$ cat config.mk
export PLATFORM = sky130hd
export DESIGN_NAME = ff_conv_bank
export DESIGN_NICKNAME = d
export VERILOG_FILES = /design/src/rtl/ff_conv_pkg.sv /design/src/rtl/ff_conv_cell.sv /design/src/rtl/ff_conv_bank.sv
export SDC_FILE = /design/constraint.sdc
export NUM_CORES = 1
export LEC_CHECK = 0
export CORE_MARGIN = 2
export CORE_UTILIZATION = 48
export CTS_CLUSTER_DIAMETER = 120
export DETAILED_ROUTE_END_ITERATION = 8
export HOLD_SLACK_MARGIN = 0.1
export PLACE_DENSITY = 0.79
export SLEW_MARGIN = 10
export SYNTH_ARGS = -nofsm -noshare
export SYNTH_HDL_FRONTEND = slang
export SYNTH_SLANG_ARGS = --single-unit
export TNS_END_PERCENT = 10
$ cat constraint.sdc
create_clock -name clk -period 3.8 [get_ports clk]
set_input_delay 0.38 -clock clk [delete_from_list [all_inputs] [get_ports clk]]
set_output_delay 0.38 -clock clk [all_outputs]
set_load 0.01 [all_outputs]
$ cat src/rtl/ff_conv_pkg.sv
// Shared types and reverse-table constants for the flip-flop conversion bank.
// The excite() helper is only referenced when the top is built with EXCITE_EN.
package ff_conv_pkg;

  typedef enum logic [1:0] {
    MODE_D  = 2'b00,
    MODE_SR = 2'b01,
    MODE_JK = 2'b10,
    MODE_T  = 2'b11
  } ff_mode_e;

  // Excitation codes are packed as {a, b}; SR and JK share the same codes.
  localparam logic [1:0] EXC_HOLD = 2'b00;
  localparam logic [1:0] EXC_CLR  = 2'b01;
  localparam logic [1:0] EXC_SET  = 2'b10;

  function automatic logic [1:0] excite(input ff_mode_e m, input logic q, input logic tgt);
    logic [1:0] e;
    e = EXC_HOLD;
    case (m)
      MODE_D:  e = {tgt, 1'b0};
      MODE_T:  e = {q ^ tgt, 1'b0};
      default: e = (q == tgt) ? EXC_HOLD : (tgt ? EXC_SET : EXC_CLR);
    endcase
    return e;
  endfunction

endpackage

$ cat src/rtl/ff_conv_cell.sv
// One emulated flip-flop: next-state mux, D register, sticky SR-illegal flag
// and a combinational change strobe used by the bank's event counter.
module ff_conv_cell
  import ff_conv_pkg::*;
(
  input  logic     clk,
  input  logic     rst,
  input  ff_mode_e mode,
  input  logic     hold,
  input  logic     a,
  input  logic     b,
  output logic     q,
  output logic     illegal,
  output logic     chg
);

  logic q_next;
  logic sr_both;

  // In SR and JK modes a lone active input forces q to the value of a.
  always_comb begin
    q_next = q;
    if (!hold) begin
      case (mode)
        MODE_D:  q_next = a;
        MODE_SR: if (a != b) q_next = a;
        MODE_JK: q_next = (a && b) ? ~q : ((a != b) ? a : q);
        MODE_T:  if (a) q_next = ~q;
        default: q_next = q;
      endcase
    end
  end

  assign sr_both = !hold && (mode == MODE_SR) && a && b;
  assign chg     = q_next ^ q;

  always_ff @(posedge clk) begin
    if (rst) begin
      q       <= 1'b0;
      illegal <= 1'b0;
    end else begin
      q <= q_next;
      if (sr_both) illegal <= 1'b1;
    end
  end

endmodule

$ cat src/rtl/ff_conv_bank.sv
// WIDTH-bit bank of D-register flip-flop emulators with a run-time mode and a
// saturating change counter. Define EXCITE_EN to add the tgt/ex_a/ex_b excitation ports.
module ff_conv_bank
  import ff_conv_pkg::*;
#(
  parameter int WIDTH = 4,
  parameter int CNT_W = 8
) (
  input  logic             clk,
  input  logic             rst,
  input  logic             mode_ld,
  input  logic [1:0]       mode_in,
  input  logic [WIDTH-1:0] a,
  input  logic [WIDTH-1:0] b,
`ifdef EXCITE_EN
  input  logic [WIDTH-1:0] tgt,
  output logic [WIDTH-1:0] ex_a,
  output logic [WIDTH-1:0] ex_b,
`endif
  output logic [WIDTH-1:0] q,
  output logic [1:0]       mode,
  output logic [WIDTH-1:0] illegal,
  output logic [CNT_W-1:0] chg_cnt
);

  localparam int POP_W = $clog2(WIDTH + 1);
  localparam int SUM_W = CNT_W + POP_W;
  localparam logic [SUM_W-1:0] CNT_MAX = SUM_W'((1 << CNT_W) - 1);

  ff_mode_e         mode_r;
  logic [WIDTH-1:0] chg;
  logic [POP_W-1:0] pop;
  logic [SUM_W-1:0] sum;

  for (genvar i = 0; i < WIDTH; i++) begin : g_cell
    ff_conv_cell u_cell (
      .clk     (clk),
      .rst     (rst),
      .mode    (mode_r),
      .hold    (mode_ld),
      .a       (a[i]),
      .b       (b[i]),
      .q       (q[i]),
      .illegal (illegal[i]),
      .chg     (chg[i])
    );
  end

  always_ff @(posedge clk) begin
    if (rst) mode_r <= MODE_D;
    else if (mode_ld) mode_r <= ff_mode_e'(mode_in);
  end

  assign mode = mode_r;

  // The sum is widened so the saturation compare never sees a wrapped value.
  always_comb begin
    pop = '0;
    for (int i = 0; i < WIDTH; i++) pop = pop + POP_W'(chg[i]);
    sum = SUM_W'(chg_cnt) + SUM_W'(pop);
  end

  always_ff @(posedge clk) begin
    if (rst) chg_cnt <= '0;
    else chg_cnt <= (sum > CNT_MAX) ? {CNT_W{1'b1}} : sum[CNT_W-1:0];
  end

`ifdef EXCITE_EN
  always_comb begin
    ex_a = '0;
    ex_b = '0;
    for (int i = 0; i < WIDTH; i++) {ex_a[i], ex_b[i]} = excite(mode_r, q[i], tgt[i]);
  end
`endif

endmodule

* After elaboration in Yosys (flattened, before gate mapping)
Cells that the tools add are included. W data, S select, Z words.
Operators by class: reductions and logical operators 15, order comparisons 1, multipliers 0, div/mod/pow operators 0, bitwise logic cells 8, muxes and demuxes 21, equality and inequality tests 7, shift operators 0, add/subtract/negate cells 4
Operator list (count):
- $mux W1 | 16
- $pmux W1 S4 | 4
- $logic_and A1 B1 Y1 | 13
- $add A8 B3 Y9 | 1
- $gt A9 B8 Y1 const B | 1
- $mux W8 | 1
- $eq A2 B2 Y1 const B | 2
- $ne A1 B1 Y1 | 4
- $not A1 Y1 | 4
- $xor A1 B1 Y1 | 4
- $add A2 B1 Y3 | 1
- $add A3 B1 Y3 | 1
- $add A1 B1 Y2 | 1
- $eq A2 B1 Y1 const B | 1
- $logic_not A2 Y1 | 1
- $logic_not A1 Y1 | 1
Word-level totals: input bits 13, output and inout bits 18, latch bits 0, memory bits (read-only) 0, register bits after elaboration 18, word-level logic and storage cells 66, bits in writable memories 0, memories kept 0

* Logic depth before layout (Yosys ltp)
depth in word-level cells 12, mapped depth 13, gate-level depth less buffers 12

* Modules after synthesis
A second synthesis with hierarchy kept.
Second synthesis, totals: cells, all modules 133, area, all modules 1083.5 µm²
Modules (own cells, without submodules):
- ff_conv_cell | times used 4, cells an instance 20, area an instance 146.4 µm², sequential area each 40.0 µm²
- ff_conv_bank | times used 1, cells an instance 53, area an instance 498.0 µm², sequential area each 200.2 µm²

* Worst setup path before layout
Ideal clock, no wire load.
path kind reg-to-reg, start point reg mode_r[0] (netlist: mode[0]), end point reg chg_cnt[6], cell stages (with the launch flop) 14, path buffers 1, setup time 0.078 ns, setup slack 0.731 ns, arrival 2.991 ns, data required time 3.722 ns, clock period less this slack 3.069 ns, path through dfxtp_1 buf_6 nor2b_1 o21ai_0 a21oi_1 a2111o_1 fa_1 inv_1 fa_1 fa_1 and3_1 nand3_1 nor3b_1 nor3_1
Between the ends: cells in the longest elaborated chain, start to end 10, elaborated cells between the ends (all ways) 22, classes of those cells 4 x add/sub; 1 x order compare; 3 x eq/ne; 9 x mux; 4 x bitwise; 1 x reduce/logical
Ends and longest elaborated chain:
- start, declared | RTL line ff_conv_bank.sv:30 | ff_mode_e mode_r;
- start signal, assigned | RTL line ff_conv_bank.sv:51 | else if (mode_ld) mode_r <= ff_mode_e'(mode_in);
- $eq A2 B2 Y1, or another cell as far along | RTL line ff_conv_cell.sv:24 | case (mode)
- $pmux W1 S4 | RTL line ff_conv_cell.sv:24
- $mux W1 | RTL line ff_conv_cell.sv:23 | if (!hold) begin
- $xor A1 B1 Y1 | RTL line ff_conv_cell.sv:35 | assign chg = q_next ^ q;
- $add A1 B1 Y2 | RTL line ff_conv_bank.sv:59 | for (int i = 0; i < WIDTH; i++) pop = pop + POP_W'(chg[i]);
- $add A2 B1 Y3 | RTL line ff_conv_bank.sv:59
- $add A3 B1 Y3 (*) | RTL line ff_conv_bank.sv:59
- $add A8 B3 Y9 (*) | RTL line ff_conv_bank.sv:60 | sum = SUM_W'(chg_cnt) + SUM_W'(pop);
- $gt A9 B8 Y1 | RTL line ff_conv_bank.sv:65 | else chg_cnt <= (sum > CNT_MAX) ? {CNT_W{1'b1}} : sum[CNT_W-1:0];
- $mux W8 (*) | RTL line ff_conv_bank.sv:65
- end signal, assigned | RTL line ff_conv_bank.sv:65
- end, declared | RTL line ff_conv_bank.sv:23 | output logic [CNT_W-1:0] chg_cnt
Mark *: on every way between the ends. The rest lies on a longest branch, timed or not. A chain may end at the register's enable or synchronous reset.

* Worst setup path in the final report
start point in b[0], end point reg chg_cnt[5]
Between the ends: cells in the longest elaborated chain, start to end 12, elaborated cells between the ends (all ways) 13, classes of those cells 4 x add/sub; 1 x order compare; 1 x eq/ne; 5 x mux; 1 x bitwise; 1 x reduce/logical
Ends and longest elaborated chain:
- start, declared | RTL line ff_conv_bank.sv:14 | input logic [WIDTH-1:0] b,
- $ne A1 B1 Y1 | RTL line ff_conv_cell.sv:26, ff_conv_cell.sv:27
- $mux W1 | RTL line ff_conv_cell.sv:26, ff_conv_cell.sv:27
- $mux W1 | RTL line ff_conv_cell.sv:27 | MODE_JK: q_next = (a && b) ? ~q : ((a != b) ? a : q);
- $pmux W1 S4 (*) | RTL line ff_conv_cell.sv:24
- $mux W1 (*) | RTL line ff_conv_cell.sv:23
- $xor A1 B1 Y1 (*) | RTL line ff_conv_cell.sv:35
- $add A1 B1 Y2 (*) | RTL line ff_conv_bank.sv:59
- $add A2 B1 Y3 (*) | RTL line ff_conv_bank.sv:59
- $add A3 B1 Y3 (*) | RTL line ff_conv_bank.sv:59
- $add A8 B3 Y9 (*) | RTL line ff_conv_bank.sv:60
- $gt A9 B8 Y1 | RTL line ff_conv_bank.sv:65
- $mux W8 (*) | RTL line ff_conv_bank.sv:65
Marks and branches as above.

==> impl_metrics.json <==
{
  "rows": 17,
  "grt_pass1_wl_mm": 4.35,
  "placed_cells": 189,
  "grt_overflow": 0,
  "tightest_slew_ns": 0.652,
  "p_per_area_nw_per_um2": 344,
  "drt_wl_total_mm": 2.69,
  "synth_area_sq_um": 1170,
  "grt_antenna_before_repair": 0,
  "p_leak_nw": 0.550,
  "synth_area_leaders": "dfxtp_1 31%, a31oi_1 5.4%, fa_1 5.2%",
  "r2r_start": "mode[0]$_SDFFE_PP0P_",
  "hold_viol_final": 0,
  "vias_per_cell": 5.87,
  "clock-root-buffer": "clkbuf_4",
  "layout_min_cycle_time_ns": 3.38,
  "gr-usage-all-layers_pct": 20.7,
  "clk_path_buf_depth": 2,
  "rr_worst_depth": 11,
  "final_core_utilization_pct": 63.8,
  "die_h_um": 53.3,
  "dpl_cell_area_sq_um": 1420,
  "slew_headroom_pct": 56.4,
  "synth_fp_nets": 160,
  "status": "finished clean",
  "skew_ns": 0.0177,
  "drt_iter0_markers": 46,
  "stdcell_area_sq_um": 1440,
  "ant_nets": 0,
  "crit_type": "input port to flop",
  "mostFrequentLayoutCells": "30 x clkdlybuf4s50_1, 18 x dfxtp_1, 15 x nor2_1",
  "synthCells": 143,
  "io_buffers": 30,
  "grt_pass1_vias": 1039,
  "grtUsageMet1_pct": 25.2,
  "syn_to_final_growth_pct": 23.4,
  "synth_area_per_cell_sq_um": 8.15,
  "vias": 1127,
  "cts_resized": 0,
  "synth_seq_cells": 18,
  "cts.sinks": 18,
  "drive_above_1_share_pct": 3.66,
  "crit_path_top_delay_cell": "clkdlybuf4s50_1",
  "dieArea_sq_um": 2840,
  "yosysSeqAreaShare_pct": 30.9,
  "cp_max_fo": 6,
  "nNetsFinal": 183,
  "cts_max_level": 1,
  "die_w_um": 53.3,
  "cp_data_required_time_ns": 3.95,
  "tritoncts": "yes",
  "yosysTopAreaCellShare_pct": 30.9,
  "core_sq_um": 2250,
  "crit_cells": 12,
  "slowest_delay_ns": 0.56,
  "holdBufCountCts": 0,
  "slew_viol_final": 0,
  "ys_warn_count": 0,
  "startpoint": "b[0]",
  "grtUsageMet2_pct": 34.6,
  "rsz0062_at_grt": "false",
  "clk_latency_ns": 0.30,
  "hold_path_class": "flop to flop",
  "critical_path_buf_inv_count": 2,
  "grt_max_degree": 19,
  "drt-wirelength-per-cell_um": 14.0,
  "regToRegSetupSlack_ns": 0.53,
  "crit_chain": "clkdlybuf4s50_1 -> nor2_1 -> nand2_1 -> o21ai_0 -> a2111o_1 -> fa_1 -> inv_1 -> fa_1 -> fa_1 -> and3_1 -> nand3_1 -> a21oi_1",
  "dpl.hpwl_mm": 1.91,
  "start_util_pct": 51.7,
  "cp-end-kind": "flop",
  "setup_tns_ns": 0,
  "yosysTopAreaCell": "dfxtp_1",
  "antennaDiodeCount": 0,
  "drc_errors": 0,
  "use_met3_pct": 5.93,
  "setup_viol": 0,
  "startpoint_type": "input port",
  "async_reset_ff_share_pct": 0,
  "period_share_pct": 89.0,
  "hold_path_depth": 2,
  "drv_cap": 0,
  "numCtsBuffers": 3,
  "cp.arrival_ns": 3.53,
  "crit_family": "adder cells",
  "gr-max-usage-layer": "met2",
  "synth_ff_type": "dfxtp_1",
  "final_cells": 192,
  "top_level_ports": 31,
  "peakVddDrop_mv": 0.409,
  "clock.fmax_mhz": 296,
  "drt_pass1_iterations": 4,
  "cp-endpoint": "chg_cnt[5]$_SDFF_PP0_",
  "r2r-end": "chg_cnt[5]$_SDFF_PP0_",
  "synth_cell_types": 33,
  "final_common_cell": "clkdlybuf4s50_1",
  "clkSlewWorstSetupHoldPaths_ns": 0.11,
  "crit_top_cell": "fa_1",
  "synth_edf_count": 0,
  "place.gp.congestion": 0.748,
  "post_cts_buffers": 0
}
kinds of logic (layout without fill, tap and decap cells):
kind of cell             count (synthesis)  after routing  share of synthesized area, %
AO/OA/AOI/OAI                           41             41                          23.5
XOR/XNOR                                 5              5                          3.76
adder cells (fa/ha/maj)                  4              4                          6.22
buffers and inverters                   25             46                          12.4
flip-flops                              18             18                          30.9
multiplexers                             6              6                          5.15
AND/OR/NAND/NOR                         44             44                          18.0
how the worst min path moves through the flow:
stage,from,endpoint,slack [ns]
after detailed placement,g_cell[2].u_cell.illegal$_SDFFE_PP0P_,g_cell[2].u_cell.illegal$_SDFFE_PP0P_,0.46
after global placement,g_cell[2].u_cell.illegal$_SDFFE_PP0P_,g_cell[2].u_cell.illegal$_SDFFE_PP0P_,0.45
after global routing,g_cell[3].u_cell.illegal$_SDFFE_PP0P_,g_cell[3].u_cell.illegal$_SDFFE_PP0P_,0.53
after CTS,g_cell[2].u_cell.illegal$_SDFFE_PP0P_,g_cell[2].u_cell.illegal$_SDFFE_PP0P_,0.49
final,g_cell[2].u_cell.illegal$_SDFFE_PP0P_,g_cell[2].u_cell.illegal$_SDFFE_PP0P_,0.49
after floorplan,g_cell[0].u_cell.illegal$_SDFFE_PP0P_,g_cell[0].u_cell.illegal$_SDFFE_PP0P_,0.44
sequential cells by signal (all words and copies together), names as in the netlist:
| signal | cells |
|---|---|
| chg_cnt | 8 |
| g_cell.u_cell.illegal | 4 |
| g_cell.u_cell.q | 4 |
| mode | 2 |
where the power goes:
| group | internal [W] | switching (W) |
|---|---|---|
| clock | 0.0000369 | 0.0000575 |
| combinational | 0.0000883 | 0.0000842 |
| sequential | 0.000207 | 0.0000219 |
cells in the mapped netlist, types with 2 or more instances:
cell type,number
buf_2,2
fa_1,3
nand3_1,5
nor3_1,5
a31oi_1,10
and3_1,2
xor2_1,4
buf_4,8
o21ai_0,5
clkbuf_1,3
a221oi_1,2
a211oi_1,5
o32ai_1,4
nor2b_1,2
mux2i_1,6
nand2_1,9
nor3b_1,3
dfxtp_1,18
nor2_1,15
a21oi_1,10
inv_1,10
tightest hold or removal path: stages (launching register included):
cell and delay [ns]:
dfxtp_1 0.35, a31oi_1 0.04, nor2_1 0.07
area by class of cell:
| class | count | area, sq um |
|---|---|---|
| sequential | 18 | 360 |
| clock buffer | 3 | 22.5 |
| tap | 28 | 35.0 |
| fill | 193 | 816 |
| timing repair buffer | 33 | 323 |
| inverter | 10 | 37.5 |
| multi-input combinational | 100 | 661 |
layer usage:
layer	wire length, um	vias to the layer above
li1	-	550
met1	1180	534
met2	1360	40
met3	137	3
met4	10	0
met5	0	-
stage by stage:
step / setup WS, ns / power, W / hold slack (ns)
2_1_floorplan: 0.731 / 0.000336 / 0.438
3_3_place_gp: 0.180 / 0.000401 / 0.454
3_5_place_dp: 0.0913 / 0.000403 / 0.463
4_1_cts: 0.422 / 0.000500 / 0.488
5_1_grt: 0.237 / 0.000534 / 0.526
6_report: 0.417 / 0.000496 / 0.491
(Power assumes the default switching activity.)
